### src/rtl/matmul_sequencer_if.sv
// -----------------------------------------------------------------------------
// matmul_sequencer_if
// Host-side bus of the matrix-multiply sequencer.
//   wr_en/wr_sel/wr_row/wr_col/wr_data : operand element write (sel 0 = A, 1 = B)
//   start                              : begin a multiply with the buffered A/B
//   busy                               : run in progress (after start, through done)
//   done                               : one-cycle pulse, res_matrix valid
//   res_matrix                         : captured product, index i*N+j = C[i][j]
// master = host side, slave = sequencer side.
// -----------------------------------------------------------------------------
interface matmul_sequencer_if #(
    parameter int DATA_SIZE   = 16,
    parameter int MATRIX_SIZE = 3
);
    localparam int IW = (MATRIX_SIZE > 1) ? $clog2(MATRIX_SIZE) : 1;

    logic                 wr_en;
    logic                 wr_sel;
    logic [IW-1:0]        wr_row;
    logic [IW-1:0]        wr_col;
    logic [DATA_SIZE-1:0] wr_data;
    logic                 start;
    logic                 busy;
    logic                 done;
    logic [DATA_SIZE-1:0] res_matrix [MATRIX_SIZE*MATRIX_SIZE-1:0];

    modport master (
        output wr_en, wr_sel, wr_row, wr_col, wr_data, start,
        input  busy, done, res_matrix
    );

    modport slave (
        input  wr_en, wr_sel, wr_row, wr_col, wr_data, start,
        output busy, done, res_matrix
    );
endinterface

### src/rtl/matmul_sequencer.sv
// -----------------------------------------------------------------------------
// matmul_sequencer
// Controller for an N x N output-stationary systolic multiply array. Buffers
// operands A and B written by the host, clears the array, feeds the skewed
// operand wavefront, flushes the pipeline, captures the product and pulses done.
// Ports:
//   clk        : clock, rising edge
//   reset      : synchronous active-high reset
//   host       : host bus (see matmul_sequencer_if), slave side
//   arr_reset  : array accumulator clear (registered)
//   arr_in_a   : array row inputs, lane i feeds row i (registered)
//   arr_in_b   : array column inputs, lane j feeds column j (registered)
//   arr_out    : array accumulators, index i*N+j = C[i][j]
// -----------------------------------------------------------------------------
module matmul_sequencer #(
    parameter int DATA_SIZE   = 16,
    parameter int MATRIX_SIZE = 3
) (
    input  logic                 clk,
    input  logic                 reset,
    matmul_sequencer_if.slave    host,
    output logic                 arr_reset,
    output logic [DATA_SIZE-1:0] arr_in_a [MATRIX_SIZE-1:0],
    output logic [DATA_SIZE-1:0] arr_in_b [MATRIX_SIZE-1:0],
    input  logic [DATA_SIZE-1:0] arr_out  [MATRIX_SIZE*MATRIX_SIZE-1:0]
);
    localparam int N  = MATRIX_SIZE;
    localparam int IW = (N > 1) ? $clog2(N) : 1;
    localparam int TW = $clog2(2 * N);
    localparam logic [TW-1:0] FEED_LAST  = TW'(2 * N - 2);
    localparam logic [TW-1:0] FLUSH_LAST = TW'(N - 1);

    typedef enum logic [2:0] {
        S_IDLE    = 3'd0,
        S_CLEAR   = 3'd1,
        S_FEED    = 3'd2,
        S_FLUSH   = 3'd3,
        S_CAPTURE = 3'd4,
        S_DONE    = 3'd5
    } state_t;

    state_t               state_q, state_d;
    logic [TW-1:0]        t_q, t_d;
    logic                 arr_reset_q, arr_reset_d;
    logic [DATA_SIZE-1:0] a_q   [N-1:0][N-1:0];
    logic [DATA_SIZE-1:0] a_d   [N-1:0][N-1:0];
    logic [DATA_SIZE-1:0] b_q   [N-1:0][N-1:0];
    logic [DATA_SIZE-1:0] b_d   [N-1:0][N-1:0];
    logic [DATA_SIZE-1:0] res_q [N*N-1:0];
    logic [DATA_SIZE-1:0] res_d [N*N-1:0];

    // Next-state and cycle counter.
    always_comb begin
        state_d = state_q;
        t_d     = t_q;
        case (state_q)
            S_IDLE: begin
                t_d = '0;
                if (host.start) state_d = S_CLEAR;
            end
            S_CLEAR: begin
                state_d = S_FEED;
                t_d     = '0;
            end
            S_FEED: begin
                if (t_q == FEED_LAST) begin
                    state_d = S_FLUSH;
                    t_d     = '0;
                end else begin
                    t_d = t_q + 1'b1;
                end
            end
            S_FLUSH: begin
                if (t_q == FLUSH_LAST) begin
                    state_d = S_CAPTURE;
                    t_d     = '0;
                end else begin
                    t_d = t_q + 1'b1;
                end
            end
            S_CAPTURE: state_d = S_DONE;
            S_DONE:    state_d = S_IDLE;
            default:   state_d = S_IDLE;
        endcase
    end

    // Operand buffers accept writes only while idle; out-of-range
    // coordinates match no element and are dropped.
    always_comb begin
        a_d = a_q;
        b_d = b_q;
        if (state_q == S_IDLE && host.wr_en) begin
            for (int r = 0; r < N; r++) begin
                for (int c = 0; c < N; c++) begin
                    if (host.wr_row == IW'(r) && host.wr_col == IW'(c)) begin
                        if (host.wr_sel) begin
                            b_d[r][c] = host.wr_data;
                        end else begin
                            a_d[r][c] = host.wr_data;
                        end
                    end
                end
            end
        end
    end

    always_comb begin
        res_d = res_q;
        if (state_q == S_CAPTURE) res_d = arr_out;
    end

    // Array-side outputs are registered, so they are derived from the state
    // and counter being entered, not the current ones.
    assign arr_reset_d = (state_d == S_CLEAR);

    always_ff @(posedge clk) begin
        if (reset) begin
            state_q     <= S_IDLE;
            t_q         <= '0;
            arr_reset_q <= 1'b1;
            for (int r = 0; r < N; r++) begin
                for (int c = 0; c < N; c++) begin
                    a_q[r][c] <= '0;
                    b_q[r][c] <= '0;
                end
            end
            for (int e = 0; e < N * N; e++) begin
                res_q[e] <= '0;
            end
        end else begin
            state_q     <= state_d;
            t_q         <= t_d;
            arr_reset_q <= arr_reset_d;
            a_q         <= a_d;
            b_q         <= b_d;
            res_q       <= res_d;
        end
    end

    // Skewed wavefront: in feed step t, row lane i carries A[i][t-i] and
    // column lane j carries B[t-j][j]; lanes outside their window carry 0.
    for (genvar gi = 0; gi < N; gi++) begin : g_lane
        logic [DATA_SIZE-1:0] lane_a_q, lane_a_d;
        logic [DATA_SIZE-1:0] lane_b_q, lane_b_d;

        always_comb begin
            lane_a_d = '0;
            lane_b_d = '0;
            if (state_d == S_FEED) begin
                for (int k = 0; k < N; k++) begin
                    if (int'(t_d) == gi + k) begin
                        lane_a_d = a_q[gi][k];
                        lane_b_d = b_q[k][gi];
                    end
                end
            end
        end

        always_ff @(posedge clk) begin
            if (reset) begin
                lane_a_q <= '0;
                lane_b_q <= '0;
            end else begin
                lane_a_q <= lane_a_d;
                lane_b_q <= lane_b_d;
            end
        end

        assign arr_in_a[gi] = lane_a_q;
        assign arr_in_b[gi] = lane_b_q;
    end

    for (genvar gi = 0; gi < N * N; gi++) begin : g_res
        assign host.res_matrix[gi] = res_q[gi];
    end

    assign arr_reset = arr_reset_q;
    assign host.busy = (state_q != S_IDLE);
    assign host.done = (state_q == S_DONE);
endmodule

### src/flat_wrapper.sv
// flat-port wrapper written by rule: the top's interface ports become plain ports
module matmul_sequencer_flat 
#(
    parameter int DATA_SIZE   = 16,
    parameter int MATRIX_SIZE = 3
)
  (clk, reset, arr_reset, arr_in_a, arr_in_b, arr_out, host_wr_en, host_wr_sel, host_wr_row, host_wr_col, host_wr_data, host_start, host_busy, host_done, host_res_matrix);
  matmul_sequencer_if #(.DATA_SIZE(DATA_SIZE), .MATRIX_SIZE(MATRIX_SIZE)) host_i ();
  input  logic clk;
  input  logic reset;
  output logic arr_reset;
  output logic [DATA_SIZE-1:0] arr_in_a[MATRIX_SIZE-1:0];
  output logic [DATA_SIZE-1:0] arr_in_b[MATRIX_SIZE-1:0];
  input  logic [DATA_SIZE-1:0] arr_out[MATRIX_SIZE*MATRIX_SIZE-1:0];
  input wire logic [$bits(host_i.wr_en)-1:0] host_wr_en;
  input wire logic [$bits(host_i.wr_sel)-1:0] host_wr_sel;
  input wire logic [$bits(host_i.wr_row)-1:0] host_wr_row;
  input wire logic [$bits(host_i.wr_col)-1:0] host_wr_col;
  input wire logic [$bits(host_i.wr_data)-1:0] host_wr_data;
  input wire logic [$bits(host_i.start)-1:0] host_start;
  output wire logic [$bits(host_i.busy)-1:0] host_busy;
  output wire logic [$bits(host_i.done)-1:0] host_done;
  output wire logic [$bits(host_i.res_matrix)-1:0] host_res_matrix;
  assign host_i.wr_en = host_wr_en;
  assign host_i.wr_sel = host_wr_sel;
  assign host_i.wr_row = host_wr_row;
  assign host_i.wr_col = host_wr_col;
  assign host_i.wr_data = host_wr_data;
  assign host_i.start = host_start;
  assign host_busy = host_i.busy;
  assign host_done = host_i.done;
  assign host_res_matrix = {>>{host_i.res_matrix}};
  matmul_sequencer #(.DATA_SIZE(DATA_SIZE), .MATRIX_SIZE(MATRIX_SIZE)) u_core (.clk(clk), .reset(reset), .host(host_i), .arr_reset(arr_reset), .arr_in_a(arr_in_a), .arr_in_b(arr_in_b), .arr_out(arr_out));
endmodule
### config.mk
export PLATFORM = sky130hd
export DESIGN_NAME = matmul_sequencer_flat
export DESIGN_NICKNAME = d
export VERILOG_FILES = /design/src/rtl/matmul_sequencer_if.sv /design/src/rtl/matmul_sequencer.sv /design/src/flat_wrapper.sv
export SDC_FILE = /design/constraint.sdc
export NUM_CORES = 1
export LEC_CHECK = 0
export BUFFER_PORTS_ARGS = -buffer_cell sky130_fd_sc_hd__buf_2
export CORE_ASPECT_RATIO = 0.6
export CORE_MARGIN = 5
export CORE_UTILIZATION = 45
export CTS_BUF_LIST = sky130_fd_sc_hd__clkbuf_4
export CTS_CLUSTER_SIZE = 16
export DETAILED_ROUTE_END_ITERATION = 10
export PLACE_DENSITY = 0.68
export SLEW_MARGIN = 10
export SYNTH_ARGS = -nofsm -noshare
export SYNTH_HDL_FRONTEND = slang
export SYNTH_SLANG_ARGS = --single-unit
### constraint.sdc
create_clock -name clk -period 6.2 [get_ports clk]
set_input_delay 0.31 -clock clk [delete_from_list [all_inputs] [get_ports clk]]
set_output_delay 0.31 -clock clk [all_outputs]
set_load 0.01 [all_outputs]
==> run summary <==
outcome: completed
clock root buffer: clkbuf_4
most common cell in the synthesized netlist: nand2_1
clk slew on worst S/H paths: 80 ps
# rows: 59
FILL cells: 3803
share of post-route cells with drive strength above 1: 0.235
Non-Filler Instances: 3440
final setup violation count: 0
worst hold start: host_wr_sel
Die ar.: 48500 um2
Routed Antenna Nets: 0
Synth Area in Compound Gates: 0.118
worst hold path type: in2reg
first-pass GRT wire length: 100000 um
Maximum Capacitance Violations: 0
Max FO, Critical Path: 37
Pins Over Slew Limit: 0
Remaining DRCs: 0
simple-gate area share of the yosys netlist: 0.198
post-synthesis xor/xnor area fraction: 0.00252
die height: 173 um
critical path arrival: 4020 ps
Syn Area/Cell: 8.83 um2
r2r startpoint: u_core.state_q[2]
area share of the largest cell type after synthesis: 0.540
met1 Use GR: 0.338
Tcrit/Tclk final: 0.536
Worst Path Class, Setup: reg2reg
EDFF count, synth: 0
setup TNS: 0 ps
worst-margin pin slew: 1250 ps
via count: 18200
Ports: 412
synthesis-stage register bit count: 535
Vias/cell: 5.29
Pleak: 9.95 nW
Yosys Warn Count: 0
clk sinks: 535
1st-iter DRT viols: 1501
adder-cell share of the synthesized area: 0.00189
R2R depth: 7
Crit Reg-Reg Endpoint: u_core.g_lane[0].lane_b_q[12]
Die X: 281 um
register area share after synthesis: 0.540
area of the multi-input gates: 8320 um2
Worst VDD drop: 0.157 mV
CTS buffer count: 120
met2 Usage GRT: 0.407
DR pass1 iterations: 8
FMAX: 0.301 GHz
Syn Inst Count: 2245
CP required: 6890 ps
Fin. Hold Viols: 0
Sequential Area: 10700 um2
placed cells: 3066
initial antenna violation count: 5
Core Footprint: 43500 um2
WL final: 64600 um
clock latency on the worst-skew pair: 820 ps
r2r setup slk: 2880 ps
asr flop ratio synth: 0
mux share of post-synthesis cell area: 0.0969
largest net degree at the start of global routing: 151
htree depth: 3
Final GP Congestion: 0.853
synth top area cells: dfxtp_1 54%, nand2_1 10%, mux2i_1 9.7%
grt peak-use layer: met2
global route total overflow: 0
Tot GR Track Use: 0.255
clock buffer depth: 3
post_cts resized: 0
synthesized cell area: 19800 um2
worst rel slew slack: 0.162
syn nets: 2417
Main synth FF type: dfxtp_1
largest family of logic cells by synthesized area: simple AND/OR/NAND/NOR gates
DP HPWL: 40600 um
Clock Skew: 57.9 ps
Power Dens Cells: 261 nW/um2
Initial Util: 0.456
vias in the first global route: 18000
hold path depth: 5
WL/cell: 18.8 um
CP endpoint kind: register
setup repair after global routing missed its margin: false
Worst Hold Endpoint: u_core.b_q[97]
Layout area overhead: 26.7%
synth unique cells: 53
CTS tree: built
Final #Nets: 2943
CP startpoint kind: register
fin crit period: 3320 ps
Port Buffers: 411
commonest cells in the netlist: 548 x nand2_1, 535 x dfxtp_1, 273 x a21oi_1
routing usage on met3: 0.0567
area leader, netlist: dfxtp_1
==> critical path, stage by stage, from the launching register on <==
cell and delay [ps]:
dfxtp_1 790, nor2b_1 180, a41o_1 270, buf_4 290
nor4_4 990, buf_4 400, a2bb2oi_1 120, nor3_2 160
==> cell type report <==
type | count | share of cell area
clock inverters | 25 | 0.00538
well taps | 579 | 0.0288
inverters | 3 | 0.000448
repair buffers | 595 | 0.153
flip-flops and latches | 535 | 0.426
multi-input cells | 1516 | 0.331
diodes | 6 | 0.000598
clock buffers | 181 | 0.0541
==> cells in the final DEF, fill, tap and decap left out, types with 5 or more instances in the layout <==
cell           instances
dfxtp_1              535
nand2b_1               5
clkinv_1              16
clkinv_2               5
nor3_2                22
a2bb2oi_1             32
nor2b_1                5
nand3b_1               5
nor3_1                46
buf_4                 22
a221oi_1              31
diode_2                6
buf_2                410
nand3_1               10
nor2_1               266
nand2_1              547
dlygate4sd3_1        162
a21oi_1              273
nor2_2                 7
clkbuf_4             181
o2bb2ai_1             32
mux2i_1              192
==> logic make-up after synthesis <==
family                     after synthesis
buffers and inverters                  194
and+or+nand+nor                        935
DFF                                    535
xor gates and xnor gates                 4
muxes                                  192
AOI/OAI and AO/OA                      382
adders and majority gates                3
==> metal layers <==
metal | up-vias | wire (um)
met5 | - | 0
met4 | 0 | 2330
met3 | 170 | 4880
met2 | 742 | 30000
met1 | 8725 | 27400
li1 | 8573 | -
==> state kept, by name, summed over array words and instances (netlist names) <==
register,count
u_core.t_q,3
u_core.a_q,144
u_core.g_lane.lane_b_q,48
u_core.host.res_matrix,144
u_core.arr_reset,1
u_core.b_q,144
u_core.state_q,3
u_core.g_lane.lane_a_q,48
==> how the worst max path moves through the flow <==
stage                 startpoint                             to  cells past startpoint
2_1_floorplan      u_core.t_q[0]  u_core.g_lane[1].lane_a_q[10]                      9
3_3_place_gp       u_core.t_q[0]  u_core.g_lane[2].lane_b_q[14]                      7
3_5_place_dp   u_core.state_q[2]   u_core.g_lane[0].lane_b_q[0]                      7
4_1_cts        u_core.state_q[2]  u_core.g_lane[0].lane_b_q[12]                      7
5_1_grt        u_core.state_q[2]  u_core.g_lane[0].lane_b_q[15]                      7
6_report       u_core.state_q[2]  u_core.g_lane[0].lane_b_q[12]                      7
==> metrics by stage <==
stage,util,total power [W],hold slack [ps],setup WS (ps),cell area (um2)
global placement,0.506,0.00382,437,3030,22000
finish,0.578,0.00656,137,2880,25100
detailed placement,0.506,0.00383,443,2930,22000
floorplan,-,0.00371,431,4060,19800
CTS,0.578,0.00662,53.9,2860,25100
global route,0.578,0.00684,124,2680,25100
==> power by group <==
part	internal [W]	switching (W)
registers	0.00345	0.0000101
logic	0.000159	0.000224
clock network	0.00136	0.00136
==> repair_timing <==
action                                 in CTS  in global routing
setup buffers                               0                  0
endpoints found under the hold margin     372                  0
hold buffers                              162                  0
(Power assumes the default switching activity.)
